File: src/rtl/instr_fetch_unit.sv
// instr_fetch_unit: LEGv8 fetch front end owning the PC and issuing word fetches over req/ack
// Ports: CLK/Reset clock and async active-high reset; ImemReq/ImemAddr/ImemAck/ImemData memory handshake;
// Instruction/InstrValid to decode; CurrentPC fetched or held address; NextPC/Advance PC reload from next-PC
// logic; Fault sticky misalignment or timeout flag; FetchCount completed fetch count.
module instr_fetch_unit #(
    parameter logic [63:0] RESET_PC = 64'h0,
    parameter int          TIMEOUT  = 255
) (
    input  logic        CLK,
    input  logic        Reset,
    output logic        ImemReq,
    output logic [63:0] ImemAddr,
    input  logic        ImemAck,
    input  logic [31:0] ImemData,
    output logic [31:0] Instruction,
    output logic        InstrValid,
    output logic [63:0] CurrentPC,
    input  logic [63:0] NextPC,
    input  logic        Advance,
    output logic        Fault,
    output logic [31:0] FetchCount
);
    typedef enum logic [1:0] {S_BOOT, S_FETCH, S_VALID, S_FAULT} state_t;
    state_t      r_state;
    state_t      w_next;
    logic [15:0] r_cnt;
    logic        w_last;
    assign w_last   = r_cnt == 16'(TIMEOUT - 1);
    assign ImemAddr = CurrentPC;
    always_ff @(posedge CLK or posedge Reset)
        if (Reset) r_state <= S_BOOT;
        else       r_state <= w_next;
    always_comb begin
        w_next = r_state;
        case (r_state)
            S_BOOT:  w_next = CurrentPC[1:0] != 2'b00 ? S_FAULT : S_FETCH;
            S_FETCH: w_next = ImemAck ? S_VALID : w_last ? S_FAULT : S_FETCH;
            S_VALID: w_next = !Advance ? S_VALID : NextPC[1:0] != 2'b00 ? S_FAULT : S_FETCH;
            S_FAULT: w_next = S_FAULT;
        endcase
    end
    always_comb begin
        ImemReq    = r_state == S_FETCH;
        InstrValid = r_state == S_VALID;
        Fault      = r_state == S_FAULT;
    end
    // The wait counter only matters in S_FETCH; it is cleared on every ack so each fetch gets a full budget.
    always_ff @(posedge CLK or posedge Reset)
        if (Reset) begin
            CurrentPC   <= RESET_PC;
            Instruction <= 32'h0;
            FetchCount  <= 32'h0;
            r_cnt       <= 16'h0;
        end else begin
            if (r_state == S_FETCH) begin
                if (ImemAck) begin
                    Instruction <= ImemData;
                    FetchCount  <= FetchCount + 32'h1;
                    r_cnt       <= 16'h0;
                end else r_cnt <= r_cnt + 16'h1;
            end
            if (r_state == S_VALID && Advance) CurrentPC <= NextPC;
        end
endmodule

File: config.mk
export PLATFORM = sky130hd
export DESIGN_NAME = instr_fetch_unit
export DESIGN_NICKNAME = d
export VERILOG_FILES = /design/src/rtl/instr_fetch_unit.sv
export SDC_FILE = /design/constraint.sdc
export NUM_CORES = 1
export LEC_CHECK = 0
export ABC_AREA = 0
export CORE_MARGIN = 1.5
export CORE_UTILIZATION = 45
export CTS_CLUSTER_DIAMETER = 30
export DETAILED_ROUTE_END_ITERATION = 7
export PLACE_DENSITY = 0.86
export RECOVER_POWER = 50
export SYNTH_ARGS = -nofsm -noshare
export SYNTH_HDL_FRONTEND = slang
export SYNTH_SLANG_ARGS = --single-unit
File: constraint.sdc
create_clock -name CLK -period 11.9 [get_ports CLK]
set_input_delay 2.975 -clock CLK [delete_from_list [all_inputs] [get_ports CLK]]
set_output_delay 2.975 -clock CLK [all_outputs]
set_load 0.02 [all_outputs]
==> results of run 1 <==
[worst min-delay path by stage]
stage	end	from	slack [ns]
after detailed placement	Instruction[30]	Instruction[30]	0.47
final	Instruction[22]	Instruction[22]	0.48
after CTS	FetchCount[31]	FetchCount[31]	0.48
after global routing	FetchCount[31]	FetchCount[31]	0.50
after global placement	Instruction[22]	Instruction[22]	0.46
after floorplan	r_cnt[1]	r_cnt[1]	0.50
[power breakdown]
group / internal [µW] / switching, µW
Clock: 376 / 195
Combinational: 28.5 / 14.3
Sequential: 497 / 0
Total: 901 / 209
[cells by family (layout without fill, tap and decap cells)]
family | Yosys count | count (layout) | share of synthesized area
adder cells (fa/ha/maj) | 3 | 3 | 0.00579
AO/OA/AOI/OAI | 17 | 17 | 0.0158
flip-flops | 146 | 146 | 0.564
buffers and inverters | 94 | 340 | 0.0929
XOR/XNOR | 39 | 39 | 0.0527
AND/OR/NAND/NOR | 216 | 216 | 0.154
multiplexers | 66 | 66 | 0.115
[cell usage in the layout, fill, tap and decap left out, types with 17 or more instances in the layout]
| cell type | netlist | final |
|---|---|---|
| clkdlybuf4s50_1 | 0 | 230 |
| dfrtp_1 | 146 | 146 |
| nand2_1 | 123 | 122 |
| mux2_2 | 65 | 65 |
| dlygate4sd3_1 | 0 | 64 |
| xor2_1 | 22 | 22 |
| nor2_1 | 21 | 21 |
| nor3_1 | 18 | 18 |
| xnor2_1 | 17 | 17 |
| clkbuf_16 | 0 | 17 |
[area by class of cell]
type | count | area [µm²] | share of cell area
sequential | 146 | 3650 | 0.375
clock inverter | 11 | 184 | 0.0189
timing repair buffer | 298 | 2960 | 0.304
clock buffer | 21 | 450 | 0.0462
tap | 180 | 225 | 0.0231
inverter | 10 | 38.8 | 0.00398
multi-input combinational | 341 | 2230 | 0.229
[critical path: cells and delay by family]
family                 cells  cell delay [ns]
buffers and inverters      2             2.96
muxes                      1             0.50
and+or+nand+nor            1             0.06
[per-layer routing]
layer	vias to the layer above	wire, µm	GRT usage
met5	-	0	0
met4	0	284	0.0805
met3	27	1220	0.0664
met2	219	9150	0.406
met1	2477	6410	0.253
li1	2343	-	-
[stage by stage]
| stage | instance area, µm² | util | total power, µW | instances | hold slack, ns |
|---|---|---|---|---|---|
| after floorplan | 6480 | - | 513 | 581 | 0.500 |
| after global placement | 9120 | 0.652 | 549 | 975 | 0.460 |
| after detailed placement | 9120 | 0.652 | 549 | 975 | 0.466 |
| after CTS | 9760 | 0.697 | 1120 | 1007 | 0.485 |
| after global routing | 9740 | 0.696 | 1150 | 1007 | 0.497 |
| final | 9740 | 0.696 | 1110 | 1007 | 0.476 |
[sequential cells by signal, summed over array words and instances, names as in the netlist]
register	flops
Instruction	32
r_cnt	16
FetchCount	32
CurrentPC	64
r_state	2
==> results_dict.tcl, run 1 <==
set metrics [dict create \
    worst_setup_hold_path_clk_slew_ns 0.06 \
    startpoint "Advance" \
    cp_data_required_time_ns 12.19 \
    cp_slowest_stage_delay_ns 2.39 \
    synthesis.instances 581 \
    timing_worst_setup_path_type "input pin to flop" \
    grt_overflow_total 0 \
    synth-seq-cells 146 \
    gp_routability_congestion 0.785 \
    clock_skew_ns 0.00804 \
    cts_resized 0 \
    final.setup.tns_ns 0 \
    maxCapViolCount 4 \
    io_pins 295 \
    worst_slack_ns 5.61 \
    drt_drc_violations_left 0 \
    synth.cells.most_frequent "dfrtp_1, nand2_1, mux2_2, buf_4, xor2_1" \
    global_route_wire_length_before_repair_um 26000 \
    drt_wl_total_um 17100 \
    crit_end "CurrentPC[18]" \
    cts.path.max_buffers 2 \
    timing.final.crit_share 0.529 \
    synth_enable_flop_cells 0 \
    violations "capacitance limit, slew limit" \
    startpoint_type "input pin" \
    synthMostInstantiatedCell "dfrtp_1" \
    grt_max_degree 92 \
    drtIter0Drc 341 \
    power.static_leakage_uw 0.00474 \
    reg2reg_from "r_state[1]" \
    max_freq_mhz 159 \
    clk_latency_ns 0.42 \
    synth_top_cell_by_area "dfrtp_1" \
    htree_num_levels 4 \
    drtPass1Iterations 4 \
    die_width_um 123 \
    cts_setup_buffers 0 \
    finalNetCount 917 \
    async_set_or_reset_flop_fraction_in_the_synthesized_netlist 1.00 \
    number_of_distinct_library_cells_after_synthesis 37 \
    detail_route.wl_per_cell_um 16.9 \
    tritoncts "done" \
    place.detailed.hpwl_um 12600 \
    rsz0062_at_grt "false" \
    crit-reg2reg-capture "CurrentPC[18]" \
    syn_nets 684 \
    post_drt_via_cell_ratio 5.03 \
    drtAntennaViolNets 0 \
    timing_worst_slew_pin_value_ns 3.43 \
    power.ir.vdd_worst_v 0.0000887 \
    final_number_of_setup_violating_endpoints 0 \
    worstPathMaxFanout 64 \
    ys_warn_count 0 \
    io_port_bufs 294 \
    synth-seq-area-share 0.564 \
    outcome "complete, but fails checks" \
    synth_area_um2 6480 \
    floorplan.rows 43 \
    antennaDiodeCount 0 \
    final_layout_size_suffix_gt1_frac 0.123 \
    synthesis.area_per_instance_um2 11.2 \
    critical-path-slowest-cell "clkbuf_1" \
    reg2reg_slack_ns 8.07 \
    floorplan.die_area_um2 15100 \
    cp_cell_sequence "dlygate4sd3_1, nand2_2, clkbuf_1, mux2_2" \
    synth-main-ff-cell "dfrtp_1" \
    start_util 0.463 \
    hold_wc_path_type "flop to flop" \
    fillerInstances 987 \
    number_of_global_route_vias_before_repair 5157 \
    final_max_slew_viol_count 209 \
    synthToLayoutAreaGrowth_pct 50.3 \
    crit_arrival_ns 6.58 \
    cts_root_buf "clkbuf_16" \
    cts_inserted_buffers 17 \
    fp.coreArea_um2 14000 \
    antenna_violations_before_repair 0 \
    power_density_nw_per_um2 114 \
    reg2regPathDepth 4 \
    dp_worst_setup_slack_ns 6.75 \
    timing.final.crit_period_ns 6.29 \
    ctsHoldBuffers 0 \
    clock_sink_count 146 \
    die-height_um 123 \
    critical_path.endpoint_type "flop" \
    vias 5066 \
    timing.final.hold_violations 0 \
    min_path_cells 2 \
    synth_top_area_frac 0.564 \
    globalRouteTotalUtil 0.225 \
    max-slew-margin-rel -1.29 \
    synth_area_leaders "dfrtp_1, mux2_2, buf_4" \
]
Power figures use the tool's default switching activity.
==> inputs of run 2 (changes only) <==
Settings changed: CORE_UTILIZATION 45 to 42, PLACE_DENSITY 0.86 to 0.81.
Clock period 11.9 ns to 5.9 ns, I/O delays scaled along.
==> run 2 against run 1 <==
The flow still finishes with violations (capacitance limit, slew limit). Global-route usage shrank 1.2 points. Worst hold slack lost 0.011 ns. Wire length shrank 1.4%. Design area grew 0.35%. First-iteration DRC count shrank 40%. Clock skew shrank 0.0031 ns. Sequential power grew 100%. Clock power grew 100%. Total power grew 100%. Critical path type is now input pin to asynchronous set/reset pin. Largest cell class unchanged.
==> results_dict.tcl, run 2 (synthesis gave the netlist of run 1 again) <==
set metrics [dict create \
    outcome "complete, but fails checks" \
    violations "capacitance limit, slew limit" \
    min_path_cells 2 \
    final_number_of_setup_violating_endpoints 0 \
    cts_root_buf "clkbuf_16" \
    cpLargestDelayFamily "buffers and inverters" \
    cts.path.max_buffers 2 \
    grt_overflow_total 0 \
    drt_drc_violations_left 0 \
    post_drt_via_cell_ratio 4.95 \
    cp_cell_sequence "dlygate4sd3_1, inv_6, clkbuf_1" \
    power.ir.vdd_worst_v 0.000180 \
    number_of_global_route_vias_before_repair 5043 \
    finalNetCount 918 \
    ctsHoldBuffers 0 \
    detail_route.wl_per_cell_um 16.6 \
    power.static_leakage_uw 0.00474 \
    hold_wc_path_type "flop to flop" \
    vias 5028 \
    clock_sink_count 146 \
    startpoint_type "input pin" \
    power_frac_clock 0.517 \
    internal-power_uw 1820 \
    die-height_um 127 \
    global_route_wire_length_before_repair_um 26800 \
    max_freq_mhz 254 \
    power_density_nw_per_um2 231 \
    tritoncts "done" \
    place.detailed.hpwl_um 12500 \
    io_port_bufs 294 \
    grt_max_degree 79 \
    gp_routability_congestion 0.816 \
    fp.coreArea_um2 15100 \
    cts_setup_buffers 0 \
    worst-path-buf-inv 3 \
    drtPass1Iterations 4 \
    number_of_flip_flops_in_the_largest_register 64 \
    synthToLayoutAreaGrowth_pct 50.8 \
    critical-path-slowest-cell "clkbuf_1" \
    htree_num_levels 4 \
    cts_inserted_buffers 17 \
    cp_num_cells 3 \
    mostFrequentLayoutCells "clkdlybuf4s50_1, dfrtp_1, nand2_1" \
    rsz0062_at_grt "false" \
    final_layout_size_suffix_gt1_frac 0.126 \
    fillerInstances 1228 \
    io_pins 295 \
    worst_setup_hold_path_clk_slew_ns 0.06 \
    reg2regPathDepth 4 \
    crit_arrival_ns 4.08 \
    antenna_violations_before_repair 0 \
    relative_contribution_of_sequential_cells_to_total_power 0.444 \
    timing.final.crit_share 0.667 \
    multi_input_comb_area_um2 2230 \
    clk_latency_ns 0.41 \
    cp_data_required_time_ns 6.04 \
    regMostFlops "CurrentPC" \
    clock_skew_ns 0.00499 \
    drtIter0Drc 204 \
    layout.cells.most_common "clkdlybuf4s50_1" \
    final_max_slew_viol_count 111 \
    drt_wl_total_um 16800 \
    timing.final.hold_violations 0 \
    cts_resized 0 \
    start_util 0.428 \
    floorplan.rows 45 \
    globalRouteTotalUtil 0.213 \
    power.net_switching_uw 430 \
    max-slew-margin-rel -0.278 \
    drtAntennaViolNets 0 \
    p_comb_frac 0.039 \
    fin_worst_hold_slack_ns 0.465 \
    cp_slowest_stage_delay_ns 1.43 \
    sw_frac_of_total 0.191 \
    reg.largest.list "CurrentPC: 64 flops, FetchCount: 32 flops, Instruction: 32 flops" \
    worstPathMaxFanout 78 \
    critical_path.endpoint_type "asynchronous set/reset pin" \
    final.setup.tns_ns 0 \
    dp_worst_setup_slack_ns 2.42 \
    area.sequential_um2 3650 \
    timing_worst_slew_pin_value_ns 1.92 \
    antennaDiodeCount 0 \
    die_width_um 127 \
    timing_worst_setup_path_type "input pin to asynchronous set/reset pin" \
    floorplan.die_area_um2 16200 \
    worst_slack_ns 1.96 \
    reg2reg_slack_ns 3.30 \
    maxCapViolCount 3 \
    timing.final.crit_period_ns 3.94 \
]
==> run 2: cell count changes in the layout (fill, tap and decap cells not counted), sizes merged <==
| cell | previous run | this run |
|---|---|---|
| clkinv | 6 | 2 |
| clkbuf | 24 | 27 |
| bufinv | 5 | 4 |
| dlygate4sd3 | 64 | 60 |
| inv | 9 | 11 |
| clkdlybuf4s50 | 230 | 234 |
| buf | 1 | 2 |
==> run 2: power groups by stage <==
stage | sequential, µW | clock, µW | combinational (µW)
CTS | 1000 | 1190 | 90.8
global placement | 1020 | 0 | 89.4
finish | 1000 | 1160 | 87.8
detailed placement | 1020 | 0 | 90.0
floorplan | 1020 | 0 | 15.8
global route | 1000 | 1240 | 97.1
==> run 2: cell type report <==
class,instances,area share
inverter,10,0.00435
clock buffer,24,0.0513
clock inverter,8,0.0150
timing repair buffer,299,0.304
sequential,146,0.374
tap,188,0.0241
multi-input combinational,341,0.228
==> run 2: final timing paths <==
path                                     start             end
worst max-delay path                     Reset   CurrentPC[28]
worst min-delay path            Instruction[1]  Instruction[1]
worst max register to register      r_state[1]   CurrentPC[15]
worst min register to register  Instruction[1]  Instruction[1]
max in group CLK                       ImemAck   FetchCount[9]
min in group asynchronous                Reset  FetchCount[19]
==> run 2: layer usage <==
metal  routed length [µm]  track usage  share of wire
met5                    0            0              0
met4                  452       0.0869          0.027
met3                  955       0.0490          0.057
met2                 8670        0.372           0.52
met1                 6740        0.256           0.40
==> run 2: worst register-to-register path: stages, from the launching register on <==
cell	delay, ns
dfrtp_1	0.44
nor2b_1	0.19
nand2_1	0.93
buf_4	0.50
mux2_2	0.41
==> run 2: stage by stage <==
stage                     total power [µW]  cell area [µm²]   util  cells
after global placement                1110             9140  0.603    984
after CTS                             2280             9790  0.646   1016
after global routing                  2330             9770  0.645   1016
after detailed placement              1110             9140  0.603    984
final                                 2250             9770  0.645   1016
after floorplan                       1040             6480      -    581
==> inputs of run 3 (changes only) <==
Settings changed: CORE_UTILIZATION 42 to 38, PLACE_DENSITY 0.81 to 0.77.
Clock period 5.9 ns to 3.45 ns, I/O delays scaled along.
==> run 3 against run 2 <==
Global-route usage decreased by 2.4 points. Clock-buffer cell count is 1 lower. Total power is 68% higher. Die area rose by 10%. The run still ends with capacitance limit, slew limit left. Cell count rose by 3.6%. First-iteration DRC count fell by 2.0%. Combinational power grew 72%. Register-to-register slack worse by 2.7 ns. Flip-flop and latch count unchanged.
==> results_dict.tcl, run 3 (synthesis gave the netlist of run 1 again) <==
set metrics [dict create \
    outcome "complete, but fails checks" \
    violations "capacitance limit, slew limit" \
    cts_setup_buffers 0 \
    cp_data_required_time_ns 3.80 \
    maxCapViolCount 1 \
    max-slew-margin-rel -0.0178 \
    fillerInstances 1366 \
    grt_max_degree 66 \
    drt_wl_total_um 16500 \
    timing.final.crit_period_ns 3.07 \
    detailed_place.area_um2 9270 \
    worstPathMaxFanout 34 \
    antenna_violations_before_repair 0 \
    drtIter0Drc 200 \
    drtAntennaViolNets 0 \
    ctsHoldBuffers 0 \
    post-route-cell-area_um2 9830 \
    critical_path.endpoint_type "flop" \
    floorplan.rows 47 \
    final.setup.tns_ns 0 \
    htree_num_levels 4 \
    global_route_wire_length_before_repair_um 26500 \
    die-height_um 134 \
    finalCoreUtilization 0.591 \
    io_pins 295 \
    timing.final.crit_share 0.891 \
    drtPass1Iterations 4 \
    clock_sink_count 146 \
    mostFrequentLayoutCells "clkdlybuf4s50_1, dfrtp_1, nand2_1" \
    synthToLayoutAreaGrowth_pct 51.8 \
    final_max_slew_viol_count 35 \
    drt_drc_violations_left 0 \
    start_util 0.389 \
    cts.path.max_buffers 2 \
    gp_routability_congestion 0.797 \
    internal-power_uw 3040 \
    hold_wc_path_type "flop to flop" \
    power.ir.vdd_worst_v 0.000304 \
    cts_inserted_buffers 17 \
    placed_cells_incl_taps 1021 \
    crit_arrival_ns 3.42 \
    finish.cell_count_without_fillers 1053 \
    floorplan.die_area_um2 17800 \
    place.detailed.hpwl_um 12200 \
    globalRouteTotalUtil 0.189 \
    number_of_flip_flops_in_the_largest_register 64 \
    cts_root_buf "clkbuf_16" \
    fp.coreArea_um2 16600 \
    critPathMostFrequentCell "nand2_1" \
    cp_slowest_stage_delay_ns 1.15 \
    detail_route.wl_per_cell_um 15.7 \
    power_frac_clock 0.507 \
    vias 4934 \
    sw_frac_of_total 0.194 \
    layout.cells.most_common "clkdlybuf4s50_1" \
    power.net_switching_uw 734 \
    rsz0062_at_grt "false" \
    critical-path-slowest-cell "clkbuf_1" \
    timing.final.hold_violations 0 \
    regMostFlops "CurrentPC" \
    p_comb_frac 0.040 \
    number_of_global_route_vias_before_repair 4967 \
    cts_resized 0 \
    finalNetCount 923 \
    power.static_leakage_uw 0.00455 \
    cp_cell_sequence "dlygate4sd3_1, and2_0, clkbuf_1, nand2_1, nand2_1" \
    max_freq_mhz 325 \
    startpoint_type "input pin" \
    grt_overflow_total 0 \
    final_number_of_setup_violating_endpoints 0 \
    die_width_um 134 \
    antennaDiodeCount 0 \
    tritoncts "done" \
    clk_latency_ns 0.41 \
    final_layout_size_suffix_gt1_frac 0.127 \
    design_power_total_uw 3780 \
    timing_worst_setup_path_type "input pin to flop" \
    timing_worst_slew_pin_value_ns 1.53 \
    worst_setup_hold_path_clk_slew_ns 0.06 \
    reg.largest.list "CurrentPC: 64 flops, FetchCount: 32 flops, Instruction: 32 flops" \
    power_density_nw_per_um2 384 \
    post_drt_via_cell_ratio 4.69 \
    io_port_bufs 294 \
    clock_skew_ns 0.00771 \
    relative_contribution_of_sequential_cells_to_total_power 0.453 \
]
-- run 3: routing by layer --
| layer | vias to the layer above | global-route usage | share of wire |
|---|---|---|---|
| met1 | 2384 | 0.233 | 0.41 |
| met2 | 187 | 0.322 | 0.51 |
| met5 | - | 0 | 0 |
| met3 | 13 | 0.0544 | 0.072 |
| li1 | 2350 | - | - |
| met4 | 0 | 0.0592 | 0.0094 |
-- run 3: cell type report --
| cell class | instances | area [µm²] | share of cell area |
|---|---|---|---|
| Clock buffer | 23 | 498 | 0.0506 |
| Clock inverter | 9 | 126 | 0.0128 |
| Inverter | 10 | 38.8 | 0.00394 |
| Multi-Input combinational cell | 341 | 2220 | 0.226 |
| Sequential cell | 146 | 3650 | 0.372 |
| Tap cell | 220 | 275 | 0.0280 |
| Timing Repair Buffer | 304 | 3020 | 0.307 |
-- run 3: metrics by stage --
stage	hold WS (ns)	setup WS, ns
3_5_place_dp	0.459	0.624
3_3_place_gp	0.456	0.637
4_1_cts	0.474	0.526
5_1_grt	0.492	0.198
6_report	0.471	0.376
2_1_floorplan	0.500	0.754
-- run 3: worst paths after layout --
check / cells past startpoint / end / slack, ns / from
setup / recovery: 5 / Instruction[4] / 0.38 / ImemAck
hold / removal: 2 / Instruction[24] / 0.47 / Instruction[24]
setup reg to reg: 6 / Instruction[4] / 0.58 / r_state[1]
hold reg to reg: 2 / Instruction[24] / 0.47 / Instruction[24]
max in group asynchronous: 3 / r_cnt[2] / 0.79 / Reset
min in group asynchronous: 2 / CurrentPC[16] / 1.16 / Reset
-- run 3: worst max-delay path, delay by kind of cell --
family	cells	cell delay, ns
and+or+nand+nor	3	0.67
buffers and inverters	2	1.87
-- run 3: power groups by stage --
stage	Clock (µW)	Combinational, µW	Sequential, µW
after detailed placement	0	157	1740
final	1910	151	1710
after floorplan	0	27.3	1740
after CTS	1960	157	1710
after global routing	2040	166	1710
after global placement	0	156	1740
